`src/rtl/pid_pkg.sv`:
```
// Shared definitions for the steering PID: controller FSM states, the
// Q-format fractional width shared with the motor mixer, and a generic
// signed clamp helper.
package pid_pkg;

  // Fractional bits of all Q-format gains on the steering path.
  localparam int Q_FRAC_W = 8;

  // Working width for clamp arithmetic; wide enough for every internal sum.
  localparam int SAT_W = 48;

  // Controller sequence. The final adder closes the MUL_D cycle, so the
  // output register loads on the edge that leaves MUL_D and the block is
  // back in IDLE while out_valid is high.
  typedef enum logic [2:0] {
    ST_IDLE  = 3'd0,
    ST_ERR   = 3'd1,
    ST_MUL_P = 3'd2,
    ST_MUL_I = 3'd3,
    ST_MUL_D = 3'd4
  } pid_state_e;

  // Clamp a signed value into [lo, hi].
  function automatic logic signed [SAT_W-1:0] sat_clamp(
    input logic signed [SAT_W-1:0] value,
    input logic signed [SAT_W-1:0] lo,
    input logic signed [SAT_W-1:0] hi
  );
    if (value < lo) begin
      return lo;
    end else if (value > hi) begin
      return hi;
    end
    return value;
  endfunction

endpackage

```
`src/rtl/pid_controller_q_if.sv`:
```
// Sample/gain/result bundle between the steering sequencer and the PID.
interface pid_controller_q_if #(
  parameter int DATA_W = 11,
  parameter int GAIN_W = 12
);
  logic [DATA_W-1:0] setpoint;
  logic [DATA_W-1:0] position;
  logic              in_valid;
  logic              in_ready;
  logic [GAIN_W-1:0] kp;
  logic [GAIN_W-1:0] ki;
  logic [GAIN_W-1:0] kd;
  logic              kp_en;
  logic              ki_en;
  logic              kd_en;
  logic              clr_int;
  logic [DATA_W-1:0] pid_output;
  logic              out_valid;
  logic              sat;

  // Sample source side.
  modport master (
    output setpoint, position, in_valid, kp, ki, kd,
    output kp_en, ki_en, kd_en, clr_int,
    input  in_ready, pid_output, out_valid, sat
  );

  // Controller side.
  modport slave (
    input  setpoint, position, in_valid, kp, ki, kd,
    input  kp_en, ki_en, kd_en, clr_int,
    output in_ready, pid_output, out_valid, sat
  );
endinterface

```
`src/rtl/pid_sat_mul.sv`:
```
// Shared gain multiplier: unsigned Q gain times signed operand, floor
// shift by FRAC_W, then saturation to ACC_W signed.
module pid_sat_mul #(
  parameter int GAIN_W = 12,
  parameter int ACC_W  = 20,
  parameter int FRAC_W = 8
) (
  input  logic        [GAIN_W-1:0] gain,
  input  logic signed [ACC_W-1:0]  operand,
  output logic signed [ACC_W-1:0]  result
);
  localparam int PROD_W = GAIN_W + 1 + ACC_W;

  logic signed [PROD_W-1:0] product;
  logic signed [PROD_W-1:0] shifted;
  logic                     fits;

  // Full-width product, arithmetic shift, saturate when upper bits are not a sign run.
  always_comb begin
    product = PROD_W'($signed({1'b0, gain})) * PROD_W'(operand);
    shifted = product >>> FRAC_W;
    fits    = (&shifted[PROD_W-1:ACC_W-1]) | (~|shifted[PROD_W-1:ACC_W-1]);
    if (fits) begin
      result = shifted[ACC_W-1:0];
    end else if (shifted[PROD_W-1]) begin
      result = {1'b1, {(ACC_W-1){1'b0}}};
    end else begin
      result = {1'b0, {(ACC_W-1){1'b1}}};
    end
  end
endmodule

```
`src/rtl/pid_controller_q.sv`:
```
// Fixed-point steering PID: offset + P + I + D with one time-shared
// multiplier, clamped output, clamped integrator with anti-windup, and
// derivative suppression on the first sample after reset or clear.
module pid_controller_q
  import pid_pkg::*;
#(
  parameter int DATA_W  = 11,
  parameter int GAIN_W  = 12,
  parameter int FRAC_W  = Q_FRAC_W,
  parameter int ACC_W   = 20,
  parameter int OFFSET  = 500,
  parameter int OUT_MIN = 0,
  parameter int OUT_MAX = 1000,
  parameter int I_LIM   = 4000
) (
  input logic         clk,
  input logic         rst,
  pid_controller_q_if.slave bus
);
  localparam int ERR_W = DATA_W + 1;
  localparam int DRV_W = DATA_W + 2;
  localparam int SUM_W = ACC_W + 2;

  pid_state_e               state_q, state_d;
  logic        [DATA_W-1:0] sp_q, sp_d, pos_q, pos_d;
  logic        [GAIN_W-1:0] kp_q, kp_d, ki_q, ki_d, kd_q, kd_d;
  logic                     kp_en_q, kp_en_d, ki_en_q, ki_en_d, kd_en_q, kd_en_d;
  logic signed [ERR_W-1:0]  error_q, error_d, error_prev_q, error_prev_d;
  logic signed [DRV_W-1:0]  deriv_q, deriv_d;
  logic                     first_q, first_d;
  logic signed [ACC_W-1:0]  integ_q, integ_d;
  logic signed [ACC_W-1:0]  term_p_q, term_p_d, term_i_q, term_i_d;
  logic                     wind_hi_q, wind_hi_d, wind_lo_q, wind_lo_d;
  logic        [DATA_W-1:0] pid_output_q, pid_output_d;
  logic                     out_valid_q, out_valid_d;
  logic                     sat_q, sat_d;

  logic        [GAIN_W-1:0] mul_gain;
  logic signed [ACC_W-1:0]  mul_operand;
  logic signed [ACC_W-1:0]  mul_result;

  logic signed [ERR_W-1:0]  err_calc;
  logic signed [DRV_W-1:0]  deriv_calc;
  logic signed [SAT_W-1:0]  integ_sum;
  logic                     windup_hold;
  logic signed [ACC_W-1:0]  term_d_calc;
  logic signed [SUM_W-1:0]  sum_calc;
  logic signed [SAT_W-1:0]  sum_clamped;
  logic                     sum_lo, sum_hi;

  assign bus.in_ready   = (state_q == ST_IDLE);
  assign bus.pid_output = pid_output_q;
  assign bus.out_valid  = out_valid_q;
  assign bus.sat        = sat_q;

  // Route the gain/operand pair for the current multiply state.
  always_comb begin
    mul_gain    = '0;
    mul_operand = '0;
    case (state_q)
      ST_MUL_P: begin
        mul_gain    = kp_q;
        mul_operand = ACC_W'(error_q);
      end
      ST_MUL_I: begin
        mul_gain    = ki_q;
        mul_operand = integ_q;
      end
      ST_MUL_D: begin
        mul_gain    = kd_q;
        mul_operand = ACC_W'(deriv_q);
      end
      default: ;
    endcase
  end

  pid_sat_mul #(
    .GAIN_W (GAIN_W),
    .ACC_W  (ACC_W),
    .FRAC_W (FRAC_W)
  ) u_mul (
    .gain    (mul_gain),
    .operand (mul_operand),
    .result  (mul_result)
  );

  // Next-state, datapath updates and output register loads.
  always_comb begin
    state_d      = state_q;
    sp_d         = sp_q;
    pos_d        = pos_q;
    kp_d         = kp_q;
    ki_d         = ki_q;
    kd_d         = kd_q;
    kp_en_d      = kp_en_q;
    ki_en_d      = ki_en_q;
    kd_en_d      = kd_en_q;
    error_d      = error_q;
    error_prev_d = error_prev_q;
    deriv_d      = deriv_q;
    first_d      = first_q;
    integ_d      = integ_q;
    term_p_d     = term_p_q;
    term_i_d     = term_i_q;
    wind_hi_d    = wind_hi_q;
    wind_lo_d    = wind_lo_q;
    pid_output_d = pid_output_q;
    out_valid_d  = 1'b0;
    sat_d        = sat_q;

    err_calc    = $signed({1'b0, sp_q}) - $signed({1'b0, pos_q});
    deriv_calc  = first_q ? '0
                : $signed({err_calc[ERR_W-1], err_calc}) -
                  $signed({error_prev_q[ERR_W-1], error_prev_q});
    integ_sum   = SAT_W'(integ_q) + SAT_W'(err_calc);
    // Hold the integrator while the error keeps pushing into the last clamp.
    windup_hold = (wind_hi_q && !err_calc[ERR_W-1] && (err_calc != '0)) ||
                  (wind_lo_q && err_calc[ERR_W-1]);
    term_d_calc = kd_en_q ? mul_result : '0;
    sum_calc    = SUM_W'(OFFSET) + SUM_W'(term_p_q) + SUM_W'(term_i_q) + SUM_W'(term_d_calc);
    sum_clamped = sat_clamp(SAT_W'(sum_calc), SAT_W'(OUT_MIN), SAT_W'(OUT_MAX));
    sum_lo      = sum_calc < SUM_W'(OUT_MIN);
    sum_hi      = sum_calc > SUM_W'(OUT_MAX);

    case (state_q)
      ST_IDLE: begin
        if (bus.in_valid) begin
          sp_d    = bus.setpoint;
          pos_d   = bus.position;
          kp_d    = bus.kp;
          ki_d    = bus.ki;
          kd_d    = bus.kd;
          kp_en_d = bus.kp_en;
          ki_en_d = bus.ki_en;
          kd_en_d = bus.kd_en;
          state_d = ST_ERR;
        end
      end
      ST_ERR: begin
        error_d      = err_calc;
        deriv_d      = deriv_calc;
        error_prev_d = err_calc;
        first_d      = 1'b0;
        if (!ki_en_q) begin
          integ_d = '0;
        end else if (!windup_hold) begin
          integ_d = ACC_W'(sat_clamp(integ_sum, SAT_W'(-I_LIM), SAT_W'(I_LIM)));
        end
        state_d = ST_MUL_P;
      end
      ST_MUL_P: begin
        term_p_d = kp_en_q ? mul_result : '0;
        state_d  = ST_MUL_I;
      end
      ST_MUL_I: begin
        term_i_d = ki_en_q ? mul_result : '0;
        state_d  = ST_MUL_D;
      end
      ST_MUL_D: begin
        pid_output_d = DATA_W'(sum_clamped);
        sat_d        = sum_lo | sum_hi;
        wind_hi_d    = sum_hi;
        wind_lo_d    = sum_lo;
        out_valid_d  = 1'b1;
        state_d      = ST_IDLE;
      end
      default: state_d = ST_IDLE;
    endcase

    // Clearing the history wins over any same-cycle update.
    if (bus.clr_int) begin
      integ_d      = '0;
      error_prev_d = '0;
      first_d      = 1'b1;
      wind_hi_d    = 1'b0;
      wind_lo_d    = 1'b0;
    end
  end

  // State and datapath registers; reset aborts any computation in flight.
  always_ff @(posedge clk or negedge rst) begin
    if (!rst) begin
      state_q      <= ST_IDLE;
      sp_q         <= '0;
      pos_q        <= '0;
      kp_q         <= '0;
      ki_q         <= '0;
      kd_q         <= '0;
      kp_en_q      <= 1'b0;
      ki_en_q      <= 1'b0;
      kd_en_q      <= 1'b0;
      error_q      <= '0;
      error_prev_q <= '0;
      deriv_q      <= '0;
      first_q      <= 1'b1;
      integ_q      <= '0;
      term_p_q     <= '0;
      term_i_q     <= '0;
      wind_hi_q    <= 1'b0;
      wind_lo_q    <= 1'b0;
      pid_output_q <= '0;
      out_valid_q  <= 1'b0;
      sat_q        <= 1'b0;
    end else begin
      state_q      <= state_d;
      sp_q         <= sp_d;
      pos_q        <= pos_d;
      kp_q         <= kp_d;
      ki_q         <= ki_d;
      kd_q         <= kd_d;
      kp_en_q      <= kp_en_d;
      ki_en_q      <= ki_en_d;
      kd_en_q      <= kd_en_d;
      error_q      <= error_d;
      error_prev_q <= error_prev_d;
      deriv_q      <= deriv_d;
      first_q      <= first_d;
      integ_q      <= integ_d;
      term_p_q     <= term_p_d;
      term_i_q     <= term_i_d;
      wind_hi_q    <= wind_hi_d;
      wind_lo_q    <= wind_lo_d;
      pid_output_q <= pid_output_d;
      out_valid_q  <= out_valid_d;
      sat_q        <= sat_d;
    end
  end
endmodule
```
`src/flat_wrapper.sv`:
```
// flat-port wrapper written by rule: the top's interface ports become plain ports
module pid_controller_q_flat import pid_pkg::*;
#(
  parameter int DATA_W  = 11,
  parameter int GAIN_W  = 12,
  parameter int FRAC_W  = Q_FRAC_W,
  parameter int ACC_W   = 20,
  parameter int OFFSET  = 500,
  parameter int OUT_MIN = 0,
  parameter int OUT_MAX = 1000,
  parameter int I_LIM   = 4000
)
  (clk, rst, bus_setpoint, bus_position, bus_in_valid, bus_kp, bus_ki, bus_kd, bus_kp_en, bus_ki_en, bus_kd_en, bus_clr_int, bus_in_ready, bus_pid_output, bus_out_valid, bus_sat);
  pid_controller_q_if #(.DATA_W(DATA_W), .GAIN_W(GAIN_W)) bus_i ();
  input logic clk;
  input logic rst;
  input wire logic [$bits(bus_i.setpoint)-1:0] bus_setpoint;
  input wire logic [$bits(bus_i.position)-1:0] bus_position;
  input wire logic [$bits(bus_i.in_valid)-1:0] bus_in_valid;
  input wire logic [$bits(bus_i.kp)-1:0] bus_kp;
  input wire logic [$bits(bus_i.ki)-1:0] bus_ki;
  input wire logic [$bits(bus_i.kd)-1:0] bus_kd;
  input wire logic [$bits(bus_i.kp_en)-1:0] bus_kp_en;
  input wire logic [$bits(bus_i.ki_en)-1:0] bus_ki_en;
  input wire logic [$bits(bus_i.kd_en)-1:0] bus_kd_en;
  input wire logic [$bits(bus_i.clr_int)-1:0] bus_clr_int;
  output wire logic [$bits(bus_i.in_ready)-1:0] bus_in_ready;
  output wire logic [$bits(bus_i.pid_output)-1:0] bus_pid_output;
  output wire logic [$bits(bus_i.out_valid)-1:0] bus_out_valid;
  output wire logic [$bits(bus_i.sat)-1:0] bus_sat;
  assign bus_i.setpoint = bus_setpoint;
  assign bus_i.position = bus_position;
  assign bus_i.in_valid = bus_in_valid;
  assign bus_i.kp = bus_kp;
  assign bus_i.ki = bus_ki;
  assign bus_i.kd = bus_kd;
  assign bus_i.kp_en = bus_kp_en;
  assign bus_i.ki_en = bus_ki_en;
  assign bus_i.kd_en = bus_kd_en;
  assign bus_i.clr_int = bus_clr_int;
  assign bus_in_ready = bus_i.in_ready;
  assign bus_pid_output = bus_i.pid_output;
  assign bus_out_valid = bus_i.out_valid;
  assign bus_sat = bus_i.sat;
  pid_controller_q #(.DATA_W(DATA_W), .GAIN_W(GAIN_W), .FRAC_W(FRAC_W), .ACC_W(ACC_W), .OFFSET(OFFSET), .OUT_MIN(OUT_MIN), .OUT_MAX(OUT_MAX), .I_LIM(I_LIM)) u_core (.clk(clk), .rst(rst), .bus(bus_i));
endmodule
```
`config.mk`:
```
export PLATFORM = sky130hd
export DESIGN_NAME = pid_controller_q_flat
export DESIGN_NICKNAME = d
export VERILOG_FILES = /design/src/rtl/pid_pkg.sv /design/src/rtl/pid_controller_q_if.sv /design/src/rtl/pid_sat_mul.sv /design/src/rtl/pid_controller_q.sv /design/src/flat_wrapper.sv
export SDC_FILE = /design/constraint.sdc
export NUM_CORES = 1
export LEC_CHECK = 0
export ABC_AREA = 0
export CORE_ASPECT_RATIO = 0.6
export CORE_UTILIZATION = 60
export DETAILED_ROUTE_END_ITERATION = 7
export PLACE_DENSITY = 0.78
export SETUP_SLACK_MARGIN = 0.3
export SYNTH_ARGS = -nofsm -noshare
export SYNTH_HDL_FRONTEND = slang
export SYNTH_HIERARCHICAL = 1
export SYNTH_SLANG_ARGS = --single-unit
export TNS_END_PERCENT = 10
```
`constraint.sdc`:
```
create_clock -name clk -period 13.5 [get_ports clk]
set_clock_uncertainty 0.05 [all_clocks]
set_input_delay 2.7 -clock clk [delete_from_list [all_inputs] [get_ports clk]]
set_output_delay 2.7 -clock clk [all_outputs]
set_load 0.03 [all_outputs]
```
==> flow_summary_export.csv, run 1 <==
group,metric,value,unit
run_status,status,"finished, final reports clean",
timing,grt_setup_unrepaired,"false",
clock_tree,post-cts-setup-buffers,0,
clock_tree,path_clk_slew,0.07,ns
setup_path,r2r-end,"u_core/bus.pid_output[3]",
setup_path,crit_arrival,12.67,ns
global_route,grt_remaining_overflow,0,
die,io_pins,79,
route,vias,16346,
timing,fin_crit,12.44,ns
clock_tree,cts_max_path_buffers,2,
global_route,antenna_found_initial,0,
setup_path,cp_max_fo,35,
setup_path,cpMostUsedCell,"fa_1",
global_route,grt_pass1_wl,89100,um
run,maxCapViolations,0,
route,drt_wl_total,55000,um
hold_path,min_path_type,"reg -> reg",
route,avgViaCountPerCell,5.90,
synth,netlist_instances,2273,
clock_tree,cts.sinks,177,
placement,placed_cells,2737,
global_route,track_usage,0.331,
setup_path,cp.depth,40,
route,ant_nets,0,
clock_tree,cts_tree,"built",
cells_and_area,fin_util,0.674,
cells_and_area,area_delta_synth_final,8.85,%
synth,async_flop_share,1.00,
die,die_h,145,um
setup_path,critical_path_class,"reg -> reg",
synth,yosysSeqAreaShare,0.217,
timing,maxSlewHeadroom,0.214,
cells_and_area,antenna_cells_inserted,0,
setup_path,reg2reg_from,"u_core/state_q[0]",
setup_path,rrSetupSlack,1.06,ns
timing,hold-worst-slack,0.429,ns
clock_tree,cts_root_buf,"clkbuf_16",
timing,worst_pin_slew,1.17,ns
setup_path,rr_worst_depth,40,
global_route,grt_pass1_vias,16525,
setup_path,path_buf_inv,10,
timing,period_share,0.921,
hold_path,hold_depth,2,
clock_tree,htree_levels,4,
placement,gp_congestion,0.944,
die,start_util,0.619,
timing,setup_tns,0,ns
route,first_iter_violations,1645,
synth,synth_edf_count,0,
synth,post_synth_instance_area,20400,um^2
route,first_pass_iters,5,
die,die_area,34800,um^2
cells_and_area,drive_above_1_share,0.0703,
cells_and_area,fin_nets,2766,
synth,syn-num-nets,2733,
clock_tree,insertion_delay,0.45,ns
die,fp.dieW,240,um
timing,fmax,80.4,MHz
setup_path,slowest_delay,0.75,ns
timing,setup_viol,0,
setup_path,critPathSlowestCell,"fa_1",
synth,synth_flop_cell,"dfrtp_1",
placement,dpl.hpwl,43000,um
placement,portBuffers,78,
timing,hold_viol,0,
die,fp.coreArea,33000,um^2
synth,avgSynthCellArea,8.99,um^2
die,row_count,51,
clock_tree,cts_buffers,17,
cells_and_area,final-instance-count-excl-fill,2769,
hold_path,whs_endpoint,"u_core/error_q[3]",
global_route,grt_max_degree,109,
route,wl_per_cell,19.9,um
hold_path,hp-start,"u_core/error_q[3]",
setup_path,required,13.74,ns
setup_path,end_kind,"flop",
synth,synth_cell_types,90,
synth,synth-seq-cells,177,
setup_path,start_kind,"flop",
setup_path,critPathTopFamily,"adder cells",
synth,synth_warnings,6,
route,drc,0,
timing,slew_viol_final,0,
-- state kept, by name (all words and copies together), names as in the netlist, 3 cells and up --
register and flops:
u_core/error_q 12, u_core/pos_q 11, u_core/deriv_q 13, u_core/kp_q 12, u_core/sp_q 11, u_core/ki_q 12
u_core/integ_q 20, u_core/term_p_q 20, u_core/term_i_q 20, u_core/state_q 3, u_core/kd_q 12, u_core/bus.pid_output 11
u_core/error_prev_q 12
-- logic make-up (layout without fill, tap and decap cells) --
group | Yosys count | after routing | synth area share
and+or+nand+nor | 704 | 704 | 0.164
buffers and inverters | 478 | 524 | 0.0897
adders and majority gates | 395 | 395 | 0.331
AOI/OAI and AO/OA | 380 | 380 | 0.130
DFF | 177 | 177 | 0.217
muxes | 81 | 81 | 0.0430
xor gates and xnor gates | 58 | 58 | 0.0255
-- Yosys cell counts, types with 10 or more instances --
cell	n	share of area
dfrtp_1	176	0.22
o22ai_1	12	0.0037
xnor2_1	25	0.011
a22o_1	14	0.0060
or3_1	10	0.0031
fa_1	241	0.24
a211oi_1	10	0.0037
a21o_1	33	0.012
mux2i_1	30	0.015
and3_1	14	0.0043
xor2_1	32	0.014
nor2_1	79	0.015
nor2b_1	14	0.0043
o31ai_1	11	0.0040
o21a_1	10	0.0037
nor3_1	24	0.0059
nand3_1	51	0.012
inv_1	374	0.069
clkbuf_1	88	0.016
and2_1	142	0.043
nand2_1	320	0.059
mux2_2	50	0.028
ha_1	154	0.094
o21ai_0	91	0.022
o22ai_2	10	0.0061
a21oi_1	78	0.019
-- per-stage QoR --
step,area [um^2],worst slack (ns)
global route,22200,0.375
floorplan,20400,2.91
global placement,21700,1.58
CTS,22200,1.13
finish,22200,1.06
detailed placement,21700,1.17
-- worst register-to-register path, delay by kind of cell (launching register included) --
| kind | cells | cell delay, ns |
|---|---|---|
| adder cells (fa/ha/maj) | 9 | 4.20 |
| AO/OA/AOI/OAI | 16 | 4.04 |
| buffers and inverters | 10 | 1.92 |
| AND/OR/NAND/NOR | 5 | 1.71 |
| flip-flops | 1 | 0.35 |
-- cell type report --
class                           instances  area [um^2]
Clock buffer                           20          447
Tap cell                              450          563
Fill cell                            2649        10800
Multi-Input combinational cell       1618        14200
Clock inverter                         12          134
Sequential cell                       177         4430
Inverter                              376         1410
Timing Repair Buffer                  116         1070
-- routing by layer --
metal	share of wire	vias to the layer above	GRT usage
li1	-	7445	-
met1	0.47	8031	0.526
met2	0.40	808	0.446
met3	0.12	62	0.0917
met4	0.013	0	0.0599
met5	0	-	0
-- placed cells by master, fill, tap and decap left out, types with 7 or more instances in the layout --
master / n
dfrtp_1: 176
or3_1: 10
a31oi_1: 8
nor2b_1: 14
xor2_1: 32
mux2_2: 50
nor2_1: 79
o21bai_1: 8
nand4_1: 9
and3_1: 14
a211o_1: 7
nor3_1: 23
and2_1: 141
clkdlybuf4s50_1: 77
mux2i_1: 30
or2_2: 9
a21o_1: 33
nand2_1: 320
fa_1: 241
o31ai_1: 11
a211oi_1: 10
inv_1: 374
clkbuf_16: 17
o21ai_0: 76
a21oi_1: 78
o22ai_1: 12
nand3_1: 51
ha_1: 154
o21ai_1: 19
a22o_1: 14
xnor2_1: 25
buf_4: 38
o21a_1: 10
o22ai_2: 10
-- what timing repair did --
| action | in CTS | in global routing |
|---|---|---|
| hold buffers | 0 | 0 |
| gates resized for setup | 0 | 1 |
| setup endpoints to repair | 0 | 6 |
-- worst max-delay path by stage --
| stage | start | end | slack (ns) |
|---|---|---|---|
| final | u_core/state_q[0] | u_core/bus.pid_output[3] | 1.06 |
| after global routing | u_core/state_q[0] | u_core/bus.pid_output[3] | 0.37 |
| after CTS | u_core/state_q[0] | u_core/bus.pid_output[3] | 1.13 |
| after detailed placement | u_core/state_q[0] | u_core/bus.pid_output[3] | 1.17 |
| after global placement | u_core/state_q[0] | u_core/bus.pid_output[9] | 1.58 |
| after floorplan | u_core/state_q[0] | u_core/bus.pid_output[5] | 2.91 |
Power of run 1 is not shown: default switching activity piles up to over one toggle a cycle in this logic, so the estimate is an artifact.
==> run 2: changes to the inputs <==
CAP_MARGIN = 15   (was not set)
==> results of run 2 <==
The final DEF is identical to that of run 1; final timing and power are the same.
Power of run 2 is left out for the same reason.
